===== src/rtl/spi_pkg.sv =====
// ============================================================================
// Module      : spi_pkg
// Description : Shared definitions for the SPI transaction scheduler: default
//               sizes, FSM state encoding and the round-robin pick helper.
// Revision    : 1.0 - initial release
// ============================================================================
`default_nettype none

package spi_pkg;

    localparam int c_nreq_default = 4;
    localparam int c_dw_default   = 8;
    localparam int c_lenw_default = 4;
    localparam int c_gap_default  = 2;

    // Upper bound on requesters the pick helper can handle.
    localparam int c_max_req = 32;

    // Scheduler FSM encoding.
    localparam int         c_st_w     = 3;
    localparam logic [2:0] c_st_idle  = 3'd0;
    localparam logic [2:0] c_st_setup = 3'd1;
    localparam logic [2:0] c_st_issue = 3'd2;
    localparam logic [2:0] c_st_wait  = 3'd3;
    localparam logic [2:0] c_st_hold  = 3'd4;
    localparam logic [2:0] c_st_gapw  = 3'd5;

    // First set request at or above ptr, wrapping modulo n, as a one-hot.
    function automatic logic [c_max_req-1:0] rr_pick(
        input logic [c_max_req-1:0] req,
        input logic [4:0]           ptr,
        input int unsigned          n
    );
        logic [c_max_req-1:0] pick;
        logic                 found;
        logic [4:0]           idx;
        pick  = '0;
        found = 1'b0;
        for (int unsigned k = 0; k < c_max_req; k++) begin
            if (!found && (k < n)) begin
                idx = 5'((32'(ptr) + k) % n);
                if (req[idx]) begin
                    pick[idx] = 1'b1;
                    found     = 1'b1;
                end
            end
        end
        return pick;
    endfunction

endpackage

`default_nettype wire


===== src/rtl/spi_rr_arbiter.sv =====
// ============================================================================
// Module      : spi_rr_arbiter
// Description : Combinational round-robin arbiter; request vector plus
//               priority pointer in, one-hot winner out.
// Revision    : 1.0 - initial release
// ============================================================================
`default_nettype none

module spi_rr_arbiter
    import spi_pkg::*;
#(
    parameter int NREQ = c_nreq_default,
    parameter int PW   = 2
) (
    input  logic [NREQ-1:0] req,
    input  logic [PW-1:0]   ptr,
    output logic [NREQ-1:0] gnt
);

    logic [c_max_req-1:0] w_req_ext;
    logic [c_max_req-1:0] w_pick;
    logic                 w_unused_pick;

    assign w_req_ext     = c_max_req'(req);
    assign w_pick        = rr_pick(w_req_ext, 5'(ptr), NREQ);
    assign gnt           = w_pick[NREQ-1:0];
    // Bits above NREQ are always zero.
    assign w_unused_pick = ^w_pick;

endmodule

`default_nettype wire


===== src/rtl/spi_txn_scheduler.sv =====
// ============================================================================
// Module      : spi_txn_scheduler
// Description : Shares one SPI shift engine between NREQ requesters. Picks a
//               burst round-robin, drives the winner's chip-select, feeds
//               bytes to the engine one at a time and enforces an idle gap
//               between frames.
// Revision    : 1.0 - initial release
// ============================================================================
`default_nettype none

module spi_txn_scheduler
    import spi_pkg::*;
#(
    parameter int NREQ = c_nreq_default,
    parameter int DW   = c_dw_default,
    parameter int LENW = c_lenw_default,
    parameter int GAP  = c_gap_default
) (
    input  logic                 clk,
    input  logic                 rst,
    input  logic [NREQ-1:0]      req,
    input  logic [NREQ*LENW-1:0] req_len,
    input  logic [NREQ*DW-1:0]   req_data,
    output logic [NREQ-1:0]      req_ack,
    output logic [NREQ-1:0]      req_done,
    output logic [NREQ-1:0]      grant,
    output logic                 busy,
    output logic                 eng_start,
    output logic [DW-1:0]        eng_data,
    input  logic                 eng_done,
    output logic [NREQ-1:0]      cs_n
);

    localparam int c_pw = (NREQ > 1) ? $clog2(NREQ) : 1;
    localparam int c_gw = (GAP > 1) ? $clog2(GAP) : 1;

    logic [c_st_w-1:0] r_state;
    logic [c_pw-1:0]   r_ptr;
    logic [c_pw-1:0]   r_idx;
    logic [LENW-1:0]   r_rem;
    logic [c_gw-1:0]   r_gap_cnt;
    logic [NREQ-1:0]   r_grant;
    logic [NREQ-1:0]   r_req_ack;
    logic [NREQ-1:0]   r_req_done;
    logic [NREQ-1:0]   r_cs_n;
    logic              r_eng_start;
    logic [DW-1:0]     r_eng_data;

    logic [NREQ-1:0]   w_pick;
    logic [c_pw-1:0]   w_pick_idx;
    logic [LENW-1:0]   w_pick_len;
    logic [DW-1:0]     w_cur_data;

    spi_rr_arbiter #(
        .NREQ (NREQ),
        .PW   (c_pw)
    ) u_arb (
        .req (req),
        .ptr (r_ptr),
        .gnt (w_pick)
    );

    // Decode the arbiter winner's index and burst length.
    always_comb begin
        w_pick_idx = '0;
        w_pick_len = '0;
        for (int i = 0; i < NREQ; i++) begin
            if (w_pick[i]) begin
                w_pick_idx = c_pw'(i);
                w_pick_len = req_len[i*LENW +: LENW];
            end
        end
    end

    // Current byte of the requester that owns the frame.
    always_comb begin
        w_cur_data = '0;
        for (int i = 0; i < NREQ; i++) begin
            if (r_idx == c_pw'(i)) begin
                w_cur_data = req_data[i*DW +: DW];
            end
        end
    end

    // Frame sequencer: arbitration, CS control, byte issue and gap timing.
    always_ff @(posedge clk or negedge rst) begin
        if (!rst) begin
            r_state     <= c_st_idle;
            r_ptr       <= '0;
            r_idx       <= '0;
            r_rem       <= '0;
            r_gap_cnt   <= '0;
            r_grant     <= '0;
            r_req_ack   <= '0;
            r_req_done  <= '0;
            r_cs_n      <= '1;
            r_eng_start <= 1'b0;
            r_eng_data  <= '0;
        end else begin
            r_req_ack   <= '0;
            r_req_done  <= '0;
            r_eng_start <= 1'b0;
            case (r_state)
                c_st_idle: begin
                    r_grant <= '0;
                    if (|req) begin
                        r_grant <= w_pick;
                        r_idx   <= w_pick_idx;
                        r_rem   <= w_pick_len;
                        if (w_pick_len == '0) begin
                            // Empty burst: report it and stay idle; the
                            // pointer is not advanced.
                            r_req_done <= w_pick;
                        end else begin
                            r_cs_n  <= ~w_pick;
                            r_state <= c_st_setup;
                        end
                    end
                end
                c_st_setup: begin
                    r_state <= c_st_issue;
                end
                c_st_issue: begin
                    r_eng_start <= 1'b1;
                    r_eng_data  <= w_cur_data;
                    r_req_ack   <= r_grant;
                    r_state     <= c_st_wait;
                end
                c_st_wait: begin
                    if (eng_done) begin
                        if (r_rem == LENW'(1)) begin
                            r_state <= c_st_hold;
                        end else begin
                            r_rem   <= r_rem - 1'b1;
                            r_state <= c_st_issue;
                        end
                    end
                end
                c_st_hold: begin
                    r_cs_n     <= '1;
                    r_req_done <= r_grant;
                    r_grant    <= '0;
                    r_ptr      <= (r_idx == c_pw'(NREQ - 1)) ? '0 : r_idx + 1'b1;
                    r_gap_cnt  <= '0;
                    r_state    <= c_st_gapw;
                end
                c_st_gapw: begin
                    if (r_gap_cnt == c_gw'(GAP - 1)) begin
                        r_state <= c_st_idle;
                    end else begin
                        r_gap_cnt <= r_gap_cnt + 1'b1;
                    end
                end
                default: begin
                    r_state <= c_st_idle;
                    r_grant <= '0;
                    r_cs_n  <= '1;
                end
            endcase
        end
    end

    assign req_ack   = r_req_ack;
    assign req_done  = r_req_done;
    assign grant     = r_grant;
    assign busy      = (r_state != c_st_idle);
    assign eng_start = r_eng_start;
    assign eng_data  = r_eng_data;
    assign cs_n      = r_cs_n;

endmodule

`default_nettype wire


===== config.mk =====
export PLATFORM = sky130hd
export DESIGN_NAME = spi_txn_scheduler
export DESIGN_NICKNAME = d
export VERILOG_FILES = /design/src/rtl/spi_pkg.sv /design/src/rtl/spi_rr_arbiter.sv /design/src/rtl/spi_txn_scheduler.sv
export SDC_FILE = /design/constraint.sdc
export NUM_CORES = 1
export LEC_CHECK = 0
export CELL_PAD_IN_SITES_DETAIL_PLACEMENT = 1
export CELL_PAD_IN_SITES_GLOBAL_PLACEMENT = 1
export CORE_MARGIN = 2
export CORE_UTILIZATION = 31
export DETAILED_ROUTE_END_ITERATION = 6
export PLACE_DENSITY_LB_ADDON = 0.1
export SKIP_CTS_REPAIR_TIMING = 1
export SLEW_MARGIN = 5
export SYNTH_ARGS = -nofsm -noshare
export SYNTH_HDL_FRONTEND = slang
export SYNTH_HIERARCHICAL = 1
export SYNTH_SLANG_ARGS = --single-unit

===== constraint.sdc =====
create_clock -name clk -period 3.1 [get_ports clk]
set_input_delay 0.31 -clock clk [delete_from_list [all_inputs] [get_ports clk]]
set_output_delay 0.31 -clock clk [all_outputs]
set_load 0.02 [all_outputs]

After elaboration in Yosys (flattened, before gate mapping)
Cells that the tools add are included.

word-level totals
  flip-flop bits (word level) = 37
  output and inout port bits = 26
  logic and storage cells = 122

cells by class
  $add $sub $neg = 6
  magnitude comparators = 8
  eq/ne operators = 14
  multiplexer cells = 62
  bitwise operators = 5
  reductions and logical operators = 16

operator list
  kind                   number
  $mux W4                20
  $mux W8                4
  $pmux W4 S2            4
  $lt A2 B6 Y1 const B   4
  $pmux W3 S6            1
  $mux W1                16
  $mux W3                5
  $or A4 B4 Y4           3
  $ne A2 B2 Y1 const B   5
  $bmux W1 S2            4
  $demux W1 S2           4
  $ge A2 B1 Y1 const B   4
  $reduce_and A4 Y1      2
  $reduce_or A4 Y1       2
  $eq A3 B2 Y1 const B   2
  $eq A3 B3 Y1 const B   2
  $mux W2                3
  $add A2 B1 Y2 const B  2
  $add A2 B2 Y2 const B  2
  $eq A2 B2 Y1 const B   2
  $eq A4 B1 Y1 const B   1
  $logic_and A1 B1 Y1    4
  $logic_not A4 Y1       1
  $not A4 Y4             1
  other kinds (12)       13

Logic depth before layout (Yosys ltp)
  word-level depth = 22
  mapped depth = 11
  gate-level depth less buffers = 10

Modules after synthesis
The synthesis kept the hierarchy.

modules (own cells, without submodules)
  module             times used  cells each  area an instance (sq um)  seq. area each (sq um)
  spi_txn_scheduler  1           217         2129.5                    930.9
  spi_rr_arbiter     1           36          334.1                     0.0

Worst setup path before layout
Ideal clock, no wire load.

  kind = flip-flop to flip-flop
  start = reg r_ptr[0]
  end = reg r_req_done[0], in the netlist req_done[0]
  data arrival time = 3.270 ns
  slack = -0.263 ns
  cell stages (with the launch flop) = 12
  path buffers = 1
  period minus slack after synthesis = 3.363 ns
  cells stage by stage = dfrtp_1 -> inv_1 -> ha_1 -> mux4_2 -> nor4b_4 -> nand2_1 -> o211ai_1 -> buf_6 -> and3b_1 -> o32ai_2 -> nand4_1 -> o31ai_2

RTL lines
  element                                                                      RTL line                  text
  from (decl)                                                                  spi_txn_scheduler.sv:38   logic [c_pw-1:0] r_ptr;
  from (signal assigned)                                                       spi_txn_scheduler.sv:143  r_ptr <= (r_idx == c_pw'(NREQ - 1)) ? '0 : r_idx + 1'b1;
  $add A2 B1 Y2, or another cell as far along                                  spi_pkg.sv:41             idx = 5'((32'(ptr) + k) % n);
  $lt A2 B6 Y1 (not written as such), or another cell as far along             spi_pkg.sv:43             pick[idx] = 1'b1;
  $logic_and A1 B1 Y1 (not written as such) / $mux W1 (equally long branches)  spi_pkg.sv:43
  $mux W1 (not written as such) / $demux W1 S2 (equally long branches)         --
  $demux W1 S2 / $mux W4 (equally long branches)                               --
  $or A4 B4 Y4 (no line)                                                       --
  $mux W4                                                                      spi_pkg.sv:42             if (req[idx]) begin
  $mux W4                                                                      spi_pkg.sv:40             if (!found && (k < n)) begin
  [... 4 more ...]                                                             --
  $mux W4                                                                      spi_pkg.sv:42
  $mux W4 *                                                                    spi_pkg.sv:40
  via w_pick[2]                                                                spi_txn_scheduler.sv:49   logic [NREQ-1:0] w_pick;
  $mux W4 * (2 in a row)                                                       spi_txn_scheduler.sv:68   if (w_pick[i]) begin
  $logic_not A4 Y1 *                                                           spi_txn_scheduler.sv:110  if (w_pick_len == '0) begin
  $mux W4 *                                                                    spi_txn_scheduler.sv:110
  $mux W4 *                                                                    spi_txn_scheduler.sv:106  if (|req) begin
  $pmux W4 S2 *                                                                spi_txn_scheduler.sv:103  case (r_state)
  to (signal assigned)                                                         spi_txn_scheduler.sv:113  r_req_done <= w_pick;
  to (signal assigned)                                                         spi_txn_scheduler.sv:141  r_req_done <= r_grant;
  to (decl)                                                                    spi_txn_scheduler.sv:44   logic [NREQ-1:0] r_req_done;

Mark *: on every way through the listed nets, which the timed path passes. The rest lies on a longest branch. The select of a mux whose other input is x is not followed.
A chain may end at the register's enable or synchronous reset.

Worst setup path after layout
Same ends and word-level chain as after synthesis.

==> summary.md <==
| Metric | Value |
|---|---|
| # port buffers | 80 |
| CP Max Fanout | 7 |
| Critical Path, Cell by Cell | inv_2, ha_4, mux4_2, nor4b_4, nand2_1, o211ai_1, buf_4, and3b_2, o32ai_4, nand4_1, buf_6, o31ai_2 |
| I/O Pins | 81 |
| Worst Tran Pin Value | 0.838 ns |
| Top cell type's share of synthesized area | 0.335 |
| Post-synth ARST share | 1.00 |
| Detailed-route via count | 2373 |
| Die Wd | 93.1 µm |
| Req. time, crit path | 3.29 ns |
| CTS tree | built |
| Clk_skew | 0.00501 ns |
| Critical Path End Type | flop |
| Die Y | 93.1 µm |
| Place WS | -0.264 ns |
| Layout area overhead | 58.0% |
| Synth Instances | 253 |
| Nets | 431 |
| Worst setup margin | -0.157 ns |
| DRC | 0 |
| Largest net degree at the start of global routing | 38 |
| HPWL Detailed | 5580 µm |
| GRT overflow | 0 |
| Worst hold path class | in2async |
| Critical path launch point type | flop |
| Worst slew margin | 0.441 |
| Cell area after synthesis | 0.00246 mm² |
| Starting density of the core | 0.319 |
| Syn nets | 320 |
| Top cells by area, synth | dfrtp_1 (34%), ha_1 (6.1%), dfstp_2 (4.3%) |
| Seq/Total Area, Yosys | 0.378 |
| Vias in the first global route | 2399 |
| CTS HTree Levels | 2 |
| Critical path class | reg2reg |
| Core Rows | 32 |
| TNS Setup | -1.32 ns |
| Maximum vdd drop | 0.000362 V |
| CP delay by family, top | simple AND/OR/NAND/NOR gates |
| Core area | 0.00773 mm² |
| Syn_area_per_cell | 9.74 µm² |
| Initial DRC Count | 32 |
| Worst EP arrival | 3.45 ns |
| WL/cell | 16.5 µm |
| Final setup vio count | 12 |
| Initial DRT Pass Iterations | 4 |
| #FFs+latches synth | 37 |
| CP max-delay cell | mux4_2 |
| Final min period | 3.26 ns |
| EDFF count, synth | 0 |
| Initial antenna violation count | 0 |
| Commonest cells post-synth | dfrtp_1 (33), nand2_1 (23), inv_1 (22) |
| Fin util | 0.504 |
| Max incr delay on CP | 0.60 ns |
| Max frequency | 307 MHz |
| Unique masters post-synth | 54 |
| Routed wire length | 7700 µm |
| Area of the die | 0.00868 mm² |
| Yosys top cell by area | dfrtp_1 |
| Ys Warns | 6 |
| Routed Antenna Nets | 0 |
| Synth Flop Type | dfrtp_1 |
| Endpoints failing hold | 0 |
| Status | complete, but fails checks |
| TritonCTS Sinks | 37 |
| Pwr dens | 654 mW/mm² |
| Clock Tree Root | clkbuf_8 |
| First-pass GRT wire length | 11600 µm |
| Design Power | 0.00255 W |
| Pleak | 1.66 nW |
| RSZ-0062 raised after global routing | true |
| RePlAce Congestion | 0.750 |
| Top-count cell post-synth | dfrtp_1 |
| Clk Latency, worst-skew pair | 0.29 ns |
| Hold_ws | 0.127 ns |
| Period utilisation layout | 1.05 |
| CTS buffer count | 5 |
| # Max-Cap Violations | 0 |
| Slew Viols, Final | 0 |
| Total GRT Usage | 0.168 |
| Clock Tree Buf Depth | 2 |
| Failing checks | setup timing |
| Reg clk slew, reported paths | 0.07 ns |
| Buffers & Inverters on Critical Path | 3 |
| Vias per cell | 5.08 |
| Proportion of layout cells with a drive suffix above 1 | 0.255 |
| Antenna fix cells | 0 |
-- cells by family after synthesis --
| family | synth area share |
|---|---|
| multiplexers | 0.0604 |
| flip-flops | 0.378 |
| adder cells (fa/ha/maj) | 0.0609 |
| AO/OA/AOI/OAI | 0.248 |
| buffers and inverters | 0.0660 |
| AND/OR/NAND/NOR | 0.187 |
-- path summary, 6_finish.rpt --
| check | start | end | slack, ns | cells after the start |
|---|---|---|---|---|
| setup reg to reg | r_ptr[0]$_DFFE_PN0P_ | req_done[0]$_DFF_PN0_ | -0.16 | 12 |
| max in group asynchronous | rst | r_ptr[0]$_DFFE_PN0P_ | 2.39 | 1 |
| hold reg to reg | eng_data[0]$_DFFE_PN0P_ | eng_data[0]$_DFFE_PN0P_ | 0.49 | 1 |
| setup / recovery | r_ptr[0]$_DFFE_PN0P_ | req_done[0]$_DFF_PN0_ | -0.16 | 12 |
| hold / removal | rst | eng_data[7]$_DFFE_PN0P_ | 0.13 | 1 |
| min in group clk | eng_data[0]$_DFFE_PN0P_ | eng_data[0]$_DFFE_PN0P_ | 0.49 | 1 |
-- per-stage QoR --
step,instance area (µm²),std cells
finish,3890,467
global route,3890,467
CTS,3650,455
detailed placement,3560,447
global placement,3560,447
floorplan,2520,253
-- cell type report --
type                    instances  area [µm²]
repair buffers                119        1100
well taps                     102         128
flip-flops and latches         37         932
fillers                       862        3830
clock buffers                   8        90.1
multi-input cells             179        1560
inverters                      22        82.6
-- layer usage --
layer | share of wire | vias to the layer above | track usage | wire length, µm
met2 | 0.50 | 51 | 0.289 | 3860
met1 | 0.46 | 1173 | 0.223 | 3510
met4 | 0.0022 | 0 | 0.0221 | 17
li1 | - | 1147 | - | -
met3 | 0.040 | 2 | 0.0355 | 308
met5 | 0 | - | 0 | 0
-- placed cells by master (no fill, tap or decap), drive strengths merged, types with 2 or more instances in the layout --
master          n
a211o           7
a21o            8
a21oi          11
a221oi          7
a22oi           4
a31oi           7
a41oi           2
and2            6
and3            2
and3b           6
buf            40
clkbuf          8
clkdlybuf4s50  79
dfrtp          33
dfstp           4
ha             12
inv            22
mux2            4
mux4            4
nand2          23
nor2           21
nor2b           2
nor3            5
nor4bb          4
o211ai          4
o21ai           6
o21bai          2
o22a            3
o311ai          2
o31ai           4
o32ai           4
or2             2
or2b            2
-- registers in the layout, indices dropped and copies added, names as in the netlist --
register,cells
r_state,3
r_gap_cnt,1
r_rem,4
eng_data,8
req_ack,4
eng_start,1
req_done,4
r_ptr,2
cs_n,4
grant,4
r_idx,2
-- power breakdown --
group          total, W  switching [W]  internal, W
logic           0.00139       0.000707     0.000678
clock network  0.000348       0.000167     0.000181
registers      0.000813       0.000138     0.000675
Power figures use the tool's default switching activity.
